$ cat src/rtl/tmr_pkg.sv
// Shared lane constants, lane vector type and majority helper for the TMR reset voter.
package tmr_pkg;

   localparam int unsigned NUM_LANES = 3;
   localparam int unsigned LANE_A    = 0;
   localparam int unsigned LANE_B    = 1;
   localparam int unsigned LANE_C    = 2;

   typedef logic [NUM_LANES-1:0] lane_vec_t;

   function automatic logic maj3(input lane_vec_t v);
      return (v[LANE_A] & v[LANE_B]) | (v[LANE_A] & v[LANE_C]) | (v[LANE_B] & v[LANE_C]);
   endfunction

endpackage

$ cat src/rtl/tmr_lane_monitor.sv
// Per-lane persistence counter, sticky fault flag and optional mismatch-episode counter.
// Optional episode counter built only when TMR_FAULT_COUNT_EN is defined.
module tmr_lane_monitor
   import tmr_pkg::*;
#(
   parameter int unsigned PERSIST_CYCLES = 4,
   parameter int unsigned CNT_W          = 8
) (
   input  logic             clk,
   input  logic             rst,
   input  logic             mism,
   input  logic             fault_clear,
   output logic             flag,
   output logic [CNT_W-1:0] count
);

   localparam int unsigned PW = $clog2(PERSIST_CYCLES + 1);

   logic [PW-1:0] pcnt_q, pcnt_d;
   logic          flag_q, flag_d;
   logic          set_c;

   // Set also fires once saturated, so a clear during an ongoing fault is overridden.
   always_comb begin
      pcnt_d = '0;
      set_c  = 1'b0;
      flag_d = flag_q;
      if (mism) begin
         pcnt_d = (pcnt_q == PW'(PERSIST_CYCLES)) ? pcnt_q : pcnt_q + PW'(1);
         set_c  = (pcnt_q >= PW'(PERSIST_CYCLES - 1));
      end
      if (fault_clear) flag_d = 1'b0;
      if (set_c)       flag_d = 1'b1;
   end

   always_ff @(posedge clk) begin
      if (rst) begin
         pcnt_q <= '0;
         flag_q <= 1'b0;
      end else begin
         pcnt_q <= pcnt_d;
         flag_q <= flag_d;
      end
   end

   assign flag = flag_q;

`ifdef TMR_FAULT_COUNT_EN
   logic             mism_prev_q, mism_prev_d;
   logic [CNT_W-1:0] cnt_q, cnt_d;

   // One count per rising edge of the mismatch, saturating at all-ones.
   always_comb begin
      mism_prev_d = mism;
      cnt_d       = cnt_q;
      if (mism && !mism_prev_q && (cnt_q != '1)) cnt_d = cnt_q + CNT_W'(1);
   end

   always_ff @(posedge clk) begin
      if (rst) begin
         mism_prev_q <= 1'b0;
         cnt_q       <= '0;
      end else begin
         mism_prev_q <= mism_prev_d;
         cnt_q       <= cnt_d;
      end
   end

   assign count = cnt_q;
`else
   assign count = '0;
`endif

endmodule

$ cat src/rtl/tmr_resetn_voter.sv
// Synchronises three redundant reset lanes, votes 2-of-3 and tracks per-lane persistent faults.
// Per-lane event counters are built only when TMR_FAULT_COUNT_EN is defined.
module tmr_resetn_voter
   import tmr_pkg::*;
#(
   parameter int unsigned SYNC_STAGES    = 2,
   parameter int unsigned PERSIST_CYCLES = 4,
   parameter int unsigned CNT_W          = 8
) (
   input  logic                         clk,
   input  logic                         rst,
   input  logic [NUM_LANES-1:0]         lane_resetn,
   input  logic                         fault_clear,
   output logic                         voted_resetn,
   output logic                         disagreement,
   output logic [NUM_LANES-1:0]         fault_flags,
   output logic [NUM_LANES*CNT_W-1:0]   fault_count
);

   logic [SYNC_STAGES-1:0][NUM_LANES-1:0] sync_q, sync_d;
   lane_vec_t s_c, mism_c;
   logic      voted_q, voted_d;
   logic      dis_q, dis_d;

   // Synchroniser chain: stage 0 samples the raw asynchronous lanes.
   always_comb begin
      sync_d    = '0;
      sync_d[0] = lane_resetn;
      for (int unsigned i = 1; i < SYNC_STAGES; i++) sync_d[i] = sync_q[i-1];
   end

   always_comb begin
      s_c     = sync_q[SYNC_STAGES-1];
      voted_d = maj3(s_c);
      dis_d   = ~(&s_c) & (|s_c);
      mism_c  = s_c ^ {NUM_LANES{voted_d}};
   end

   always_ff @(posedge clk) begin
      if (rst) begin
         sync_q  <= '0;
         voted_q <= 1'b0;
         dis_q   <= 1'b0;
      end else begin
         sync_q  <= sync_d;
         voted_q <= voted_d;
         dis_q   <= dis_d;
      end
   end

   assign voted_resetn = voted_q;
   assign disagreement = dis_q;

   for (genvar i = 0; i < NUM_LANES; i++) begin : g_lane
      tmr_lane_monitor #(
         .PERSIST_CYCLES (PERSIST_CYCLES),
         .CNT_W          (CNT_W)
      ) u_mon (
         .clk         (clk),
         .rst         (rst),
         .mism        (mism_c[i]),
         .fault_clear (fault_clear),
         .flag        (fault_flags[i]),
         .count       (fault_count[i*CNT_W +: CNT_W])
      );
   end

endmodule
$ cat config.mk
export PLATFORM = sky130hd
export DESIGN_NAME = tmr_resetn_voter
export DESIGN_NICKNAME = d
export VERILOG_FILES = /design/src/rtl/tmr_pkg.sv /design/src/rtl/tmr_lane_monitor.sv /design/src/rtl/tmr_resetn_voter.sv
export SDC_FILE = /design/constraint.sdc
export NUM_CORES = 1
export LEC_CHECK = 0
export ABC_AREA = 1
export ABC_CLOCK_PERIOD_IN_PS = 2000
export BUFFER_PORTS_ARGS = -buffer_cell sky130_fd_sc_hd__buf_2
export CORE_ASPECT_RATIO = 1.5
export CORE_UTILIZATION = 56
export CTS_BUF_LIST = sky130_fd_sc_hd__clkbuf_2 sky130_fd_sc_hd__clkbuf_4 sky130_fd_sc_hd__clkbuf_8
export DETAILED_ROUTE_END_ITERATION = 10
export PLACE_DENSITY = 0.84
export SLEW_MARGIN = 20
export SYNTH_ARGS = -nofsm -noshare
export SYNTH_HDL_FRONTEND = slang
export SYNTH_SLANG_ARGS = --single-unit
$ cat constraint.sdc
create_clock -name clk -period 2 [get_ports clk]
set_input_delay 0.2 -clock clk [delete_from_list [all_inputs] [get_ports clk]]
set_output_delay 0.2 -clock clk [all_outputs]
set_load 0.01 [all_outputs]
# Word level (Yosys, flattened, before mapping)
# Cells that the tools add are included.
classes:
  n_bitwise: 11
  magnitude_cmp: 3
  eq_ne: 3
  addsub: 3
  reduce_logical: 8
  n_mux: 7
op_table:
  columns: ["cell", "n"]
  rows:
  - ["adder 3 x 1 -> 3 bit, second input constant", 3]
  - ["== test 3 bit, second input constant", 3]
  - [">= comparator 3 x 2 -> 1 bit, second input constant", 3]
  - ["two-way mux 1 bit", 7]
  - ["nonzero test 2 bit", 3]
  - ["OR reduction 2 bit", 3]
  - ["AND 1 bit", 4]
  - ["NOT 1 bit", 4]
  - ["AND reduction 3 bit", 1]
  - ["OR reduction 3 bit", 1]
  - ["XOR 3 bit", 1]
  - ["OR 1 bit", 2]
word_totals:
  reg_bits: 20
  elab_cells: 45
  input_bits: 6

# Longest topological paths before layout
# Gate-level depths: netlist of run 1.
logic_depth:
  depth_word: 6
  ltp_mapped: 7
  mapped_depth_nobuf: 7

# Cells and area by module
# Synthesis of run 1 repeated with hierarchy kept, for this count alone.
hier_totals:
  hier_cells: 163
  hier_area_um2: 1203.7
modules_own_cells:
  columns: ["module", "seq_area_each_um2", "n_inst", "cells_each", "area_each_um2"]
  rows:
  - ["tmr_lane_monitor", 80.1, 3, 40, 299.0]
  - ["tmr_resetn_voter", 160.2, 1, 43, 306.5]

# Worst setup path after synthesis of run 1
# OpenSTA, ideal clock, no wires.
synth_path:
  path_kind: "register to register"
  from: "reg g_lane[1].u_mon.pcnt_q[0]"
  to: "reg g_lane[1].u_mon.pcnt_q[2]"
  path_stages_with_launch: 5
  path_slack_ps: 975
  path_buffers: 0
  setup_time_ps: 64
  required_ps: 1936
  arrival_ps: 960
  cell_sequence: "dfxtp_1 > ha_1 > ha_1 > and2_1 > nor2_1"
synth_via:
  elab_chain_cells: 1
  elab_cells_between_ends: 2
  classes_between: "1 x add/sub; 1 x eq/ne"
synth_lines:
  columns: ["item", "line", "text"]
  rows:
  - ["start: declaration", "tmr_lane_monitor.sv:19", "logic [PW-1:0] pcnt_q, pcnt_d;"]
  - ["start signal: assignment", "tmr_lane_monitor.sv:41", "pcnt_q <= pcnt_d;"]
  - ["adder 3 x 1 -> 3 bit or == test 3 bit (tied branches)", "tmr_lane_monitor.sv:29", "pcnt_d = (pcnt_q == PW'(PERSIST_CYCLES)) ? pcnt_q : pcnt_q + PW'(1);"]
# Parallel ways exist; a longest one is shown, timed or not.
# A chain may end at the register's enable or synchronous reset.

# Worst setup path after layout of run 1
layout_path:
  from: "reg g_lane[0].u_mon.pcnt_q[0]"
  to: "reg g_lane[0].u_mon.flag_q"
layout_via:
  elab_chain_cells: 3
  elab_cells_between_ends: 4
  classes_between: "1 x order compare; 2 x mux; 1 x reduce/logical"
layout_lines:
  columns: ["item", "line", "text"]
  rows:
  - ["start: declaration", "tmr_lane_monitor.sv:19", null]
  - ["start signal: assignment", "tmr_lane_monitor.sv:41", null]
  - [">= comparator 3 x 2 -> 1 bit *", "tmr_lane_monitor.sv:30", "set_c = (pcnt_q >= PW'(PERSIST_CYCLES - 1));"]
  - ["two-way mux 1 bit *", "tmr_lane_monitor.sv:28", "if (mism) begin"]
  - ["two-way mux 1 bit or nonzero test 2 bit (tied branches)", null, null]
  - ["end signal: assignment", "tmr_lane_monitor.sv:42", "flag_q <= flag_d;"]
  - ["end: declaration", "tmr_lane_monitor.sv:20", "logic flag_q, flag_d;"]
# Every way passes the cells marked *; elsewhere a longest branch is shown, timed or not.

==> out/metrics.csv, run 1 <==
metric,value,unit
synth_seq_area_share,35.7,%
drive_gt1_share,11.3,%
dr_total_vias,796,
core_area,0.00185,mm^2
critical_path_required,2.20,ns
power.density,709,mW/mm^2
synth_top_family_by_area,buffers and inverters,
yosys.area_share.simple,21.7,%
cp_top_family,adder cells,
grt_pass1_wl,2770,um
endpoint_kind,flop,
avgSynthCellArea,7.47,um^2
hold_buffers,0,
drc_errors,0,
netlist_area,0.00112,mm^2
initial_core_util,60.5,%
placed_area,0.00108,mm^2
finalClockSkew,0.00419,ns
min_period,1.13,ns
cts_inserted_buffers,3,
cts_root_buf,clkbuf_4,
slowest_stage,dfxtp_1,
cts_htree_levels,1,
yosysWarnings,0,
path_clk_slew,0.12,ns
n_antenna_cell,0,
die_x,38.5,um
finalSetupViolations,0,
insertion_delay,0.30,ns
status,finished clean,
grt_pass1_vias,791,
synth_mux_area_share,0,%
synth-compound-area-share,3.35,%
fin_util,60.9,%
grt_max_degree,13,
port-buffer-count,10,
clock_sinks,20,
clockBufferDepth,2,
dieArea,0.00219,mm^2
stdcell_count,180,
regToRegSetupSlack,0.87,ns
cts_tree,yes,
critPathBufInv,0,
globalRouteTotalUtil,17.3,%
stdcell_area,0.00113,mm^2
final_common_cell,nand2_1,
timing.final.hold_violations,0,
finalMaxSlewViolations,0,
synthCells,150,
gp_congestion,0.723,
ys_types,16,
synth_xor_area_share,2.34,%
post-cts-setup-buffer-count,0,
post-place-ws,0.888,ns
wirelength,1570,um
grt_overflow,0,
period_share,56.5,%
dr.pass1.iters,4,
antenna_found_initial,0,
fmax,885,MHz
avgRoutedWirePerCell,8.70,um
hpwlAfterDp,1290,um
worstPathCellList,"ha_1, ha_1, nor2_1, nand2_1, nand3_1, nand2_1",
nets,175,
ys_seq_elements,20,
worstSetupStartpointType,flop,
drt-initial-drc-count,25,
viasPerCell,4.42,
synthAdderAreaFrac,10.0,%
tns,0,ns
crit_type,flop to flop,
die_h,56.8,um
final_cell_mix,"25 x nand2_1, 24 x conb_1, 23 x inv_1, 21 x nor2_1, 20 x dfxtp_1",
num_io_pins,35,
cts_resized,0,
placed_cells,176,
drtAntennaViolNets,0,
holdCritPathClass,input pin to flop,
irDropWorstVdd,0.480,mV
max_cap_viol_count,0,
max_stage_delay,0.35,ns
crit_fanout,3,
rows,19,
syn2layout_area_growth,0.669,%
arrival,1.33,ns
setup_ws,0.870,ns
rsz0062_at_grt,no,
p_leak,0.589,nW
## Yosys cell counts
| cell | n | area share [%] |
|---|---|---|
| buf_4 | 27 | 18 |
| nand2_1 | 25 | 8.4 |
| inv_1 | 23 | 7.7 |
| nor2_1 | 21 | 7.0 |
| dfxtp_1 | 20 | 36 |
| ha_1 | 9 | 10 |
| nand3_1 | 9 | 4.0 |
| o21ai_0 | 4 | 1.8 |
| and2_1 | 3 | 1.7 |
| xor2_1 | 3 | 2.3 |
| a21o_2 | 1 | 0.78 |
| a21oi_2 | 1 | 0.78 |
| buf_2 | 1 | 0.45 |
| conb_1 | 1 | 0.33 |
| inv_2 | 1 | 0.33 |
| nand2_2 | 1 | 0.56 |
## power breakdown
group,internal (mW),switching (mW)
logic,0.0151,0.0428
clock network,0.202,0.126
registers,0.408,0.00605
total,0.625,0.175
## tightest hold or removal path, delay by kind of cell
kind                   cells  cell delay [ns]
AND/OR/NAND/NOR            1             0.03
buffers and inverters      2             0.14
## routing by layer
| metal | global-route usage, % | up-vias | wire length, um |
|---|---|---|---|
| met4 | 7.39 | 0 | 14 |
| li1 | - | 414 | - |
| met5 | 0 | - | 0 |
| met2 | 35.7 | 15 | 959 |
| met1 | 13.9 | 365 | 542 |
| met3 | 2.37 | 2 | 49 |
## sequential cells by signal, summed over array words and instances, names as in the netlist
name	flops
s_c	3
voted_resetn	1
g_lane.u_mon.flag	3
g_lane.u_mon.pcnt_q	9
sync_d	3
disagreement	1
## final timing paths
path                             start                    to  depth (start not counted)
max          g_lane[0].u_mon.pcnt_q[0]  g_lane[0].u_mon.flag                          6
min                     lane_resetn[0]             sync_d[3]                          3
min reg2reg                  sync_d[3]                s_c[0]                          2
max reg2reg  g_lane[0].u_mon.pcnt_q[0]  g_lane[0].u_mon.flag                          6
## cells by family (layout without fill, tap and decap cells)
logic type      count (synthesis)  after routing
other cells                     1             24
buf+inv                        52             38
fa+ha+maj                       9              9
xor+xnor                        3              3
simple gates                   59             59
flops                          20             20
compound gates                  6              6
## area by class of cell
type	instances	area (um^2)
clock inverters	1	30.0
well taps	21	26.3
inverters	24	90.1
flip-flops and latches	20	400
multi-input cells	101	509
repair buffers	10	50.0
fillers	165	726
clock buffers	3	22.5
## stage by stage
step | power [mW] | hold WS [ns]
after floorplan | 0.503 | 0.307
final | 0.800 | 0.0898
after detailed placement | 0.480 | 0.401
after CTS | 0.802 | 0.0821
after global routing | 0.830 | 0.0770
after global placement | 0.477 | 0.391
Note: power is estimated with default switching activity, not from simulation.
==> run 2: changes to the inputs <==
Settings changed: ABC_AREA 1 to 0, ABC_CLOCK_PERIOD_IN_PS 2000 to 1100, CORE_UTILIZATION 56 to 52, PLACE_DENSITY 0.84 to 0.79.
Clock period 2 ns to 1.1 ns, I/O delays scaled along.
==> out/metrics.csv, run 2 <==
metric,value,unit,change
power_frac_clock,32.5,%,-8.6 points
drive_gt1_share,35.3,%,+24 points
die_h,58.2,um,+2.4%
stdcell_count,158,,-12%
finalClockSkew,0.00294,ns,-0.00125 ns
nets,152,,-13%
endpoint_kind,flop,,
dr.pass1.iters,4,,unchanged
synth_most_common_cell,buf_4,,
clockBufferDepth,2,,unchanged
rows,20,,+1
ys_seq_elements,20,,unchanged
path_clk_slew,0.11,ns,about the same
synth_seq_area_share,36.6,%,+0.90 points
max_flop_register,g_lane.u_mon.pcnt_q,,
whs,0.00565,ns,-0.0842 ns
placed_area,0.00110,mm^2,+2.2%
avgRoutedWirePerCell,9.61,um,+10%
initial_core_util,54.6,%,-5.8 points
insertion_delay,0.30,ns,about the same
synthCells,118,,-21%
drtAntennaViolNets,0,,unchanged
switching_share,24.1,%,+2.2 points
worstPathCellList,"ha_4, ha_4, a211oi_4, o21ai_2",,
globalRouteTotalUtil,15.8,%,-1.5 points
stdcell_area,0.00123,mm^2,+8.8%
status,finished clean,,
crit_type,flop to flop,,
num-fill-cells,171,,+3.6%
wirelength,1520,um,-3.1%
hpwlAfterDp,1120,um,-13%
syn2layout_area_growth,12.2,%,
grt_max_degree,12,,-1
slowest_stage,dfxtp_4,,
placed_cells,152,,-14%
grt_pass1_vias,660,,-17%
synth_area_leader_cell,dfxtp_1,,
min_period,1.07,ns,-0.0646 ns
power.density,1060,mW/mm^2,+49%
cp_top_family,flip-flops,,
synth-edff-count,0,,unchanged
synth_flop_cell,dfxtp_1,,
ys_types,23,,+7
synth_top_cell_area_share,36.6,%,+0.90 points
yosysWarnings,0,,unchanged
antenna_found_initial,0,,unchanged
hold_buffers,0,,unchanged
largest_reg_flops,9,,unchanged
critical_path_required,1.30,ns,-0.90 ns
grt_pass1_wl,2500,um,-9.7%
p_int,985,uW,+58%
synthArstFlopShare,0,%,unchanged
fmax,939,MHz,+6.1%
period_share,96.8,%,+40 points
holdCritPathClass,input pin to flop,,
finalSetupViolations,0,,unchanged
drt-initial-drc-count,8,,-68%
dr_total_vias,727,,-8.7%
cts_root_buf,clkbuf_4,,
cts_inserted_buffers,3,,unchanged
clock_sinks,20,,unchanged
dieArea,0.00229,mm^2,+4.8%
netlist_area,0.00109,mm^2,-2.5%
finalMaxSlewViolations,0,,unchanged
n_antenna_cell,0,,unchanged
avgSynthCellArea,9.27,um^2,+24%
p_switching,313,uW,+79%
cpMostUsedCell,ha_4,,
viasPerCell,4.60,,+4.0%
worstSetupStartpointType,flop,,
combPwrFrac,9.5,%,+2.3 points
port-buffer-count,10,,unchanged
max_cap_viol_count,0,,unchanged
timing.final.hold_violations,0,,unchanged
core_area,0.00200,mm^2,+8.0%
synth_area_leaders,"dfxtp_1 37%, buf_4 19%, ha_1 10%, a22oi_4 3.9%, nand2_1 3.4%",,
p_seq_share,58.0,%,+6.3 points
grt_overflow,0,,unchanged
final_cell_mix,"24 x conb_1, 12 x dfxtp_1, 10 x buf_2",,
crit_fanout,3,,unchanged
p_leak,0.580,nW,-1.5%
cts_tree,yes,,
rsz0062_at_grt,yes,,
arrival,1.27,ns,-0.06 ns
num_io_pins,35,,unchanged
gp_congestion,0.681,,-5.8%
drc_errors,0,,unchanged
irDropWorstVdd,0.592,mV,+23%
critPathBufInv,0,,unchanged
netlist_top_cells_count,"28 x buf_4, 20 x dfxtp_1, 10 x nand2_1, 9 x ha_1, 9 x inv_1",,
cts_htree_levels,1,,unchanged
final_common_cell,conb_1,,
die_x,39.4,um,+2.4%
max_stage_delay,0.37,ns,+0.02 ns
-- run 2: final cells by class --
| type | count | area [um^2] | share of cell area [%] |
|---|---|---|---|
| clock buffer | 4 | 36.3 | 2.96 |
| timing repair buffer | 19 | 118 | 9.58 |
| tap | 22 | 27.5 | 2.24 |
| sequential | 20 | 413 | 33.6 |
| inverter | 9 | 33.8 | 2.75 |
| multi-input combinational | 84 | 599 | 48.8 |
-- run 2: path summary, 6_finish.rpt --
| check | from | end | slack (ns) | cells after the start |
|---|---|---|---|---|
| max | g_lane[2].u_mon.pcnt_q[1] | g_lane[2].u_mon.flag | 0.03 | 4 |
| min | lane_resetn[0] | sync_d[3] | 0.006 | 2 |
| max reg2reg | g_lane[2].u_mon.pcnt_q[1] | g_lane[2].u_mon.flag | 0.03 | 4 |
| min reg2reg | sync_d[4] | s_c[1] | 0.45 | 1 |
-- run 2: cells by family after synthesis --
family | Yosys count | synth area share [%]
AND/OR/NAND/NOR | 31 | 15.8
buffers and inverters | 37 | 22.3
XOR/XNOR | 3 | 2.40
AO/OA/AOI/OAI | 17 | 12.2
adder cells (fa/ha/maj) | 9 | 10.3
other | 1 | 0.343
flip-flops | 20 | 36.6
-- run 2: power groups by stage --
stage	registers, mW	clock network, mW	logic, mW
2_1_floorplan	0.770	0	0.151
3_3_place_gp	0.768	0	0.113
3_5_place_dp	0.770	0	0.116
4_1_cts	0.754	0.437	0.118
5_1_grt	0.756	0.460	0.140
6_report	0.753	0.423	0.123
-- run 2: repair_timing --
action / 4_1_cts / 5_1_grt
setup endpoints to repair: 3 / 7
pin swaps: 1 / 3
gates resized for setup: 6 / 15
buffers inserted: 0 / 2
-- run 2: per-layer routing --
metal | track usage (%) | up-vias | routed length [um]
met3 | 2.30 | 5 | 56
met4 | 11.8 | 0 | 51
li1 | - | 370 | -
met2 | 25.8 | 22 | 764
met1 | 17.4 | 330 | 647
met5 | 0 | - | 0
-- run 2: metrics by stage --
stage	TNS, ns	total power, mW	util [%]	setup slack [ns]
after floorplan	0	0.921	-	0.000126
after global placement	-0.00821	0.880	54.9	-0.00821
after detailed placement	-0.0571	0.886	54.9	-0.0383
after CTS	0	1.31	57.7	0.00494
after global routing	-0.00700	1.36	61.3	-0.00618
final	0	1.30	61.3	0.0350
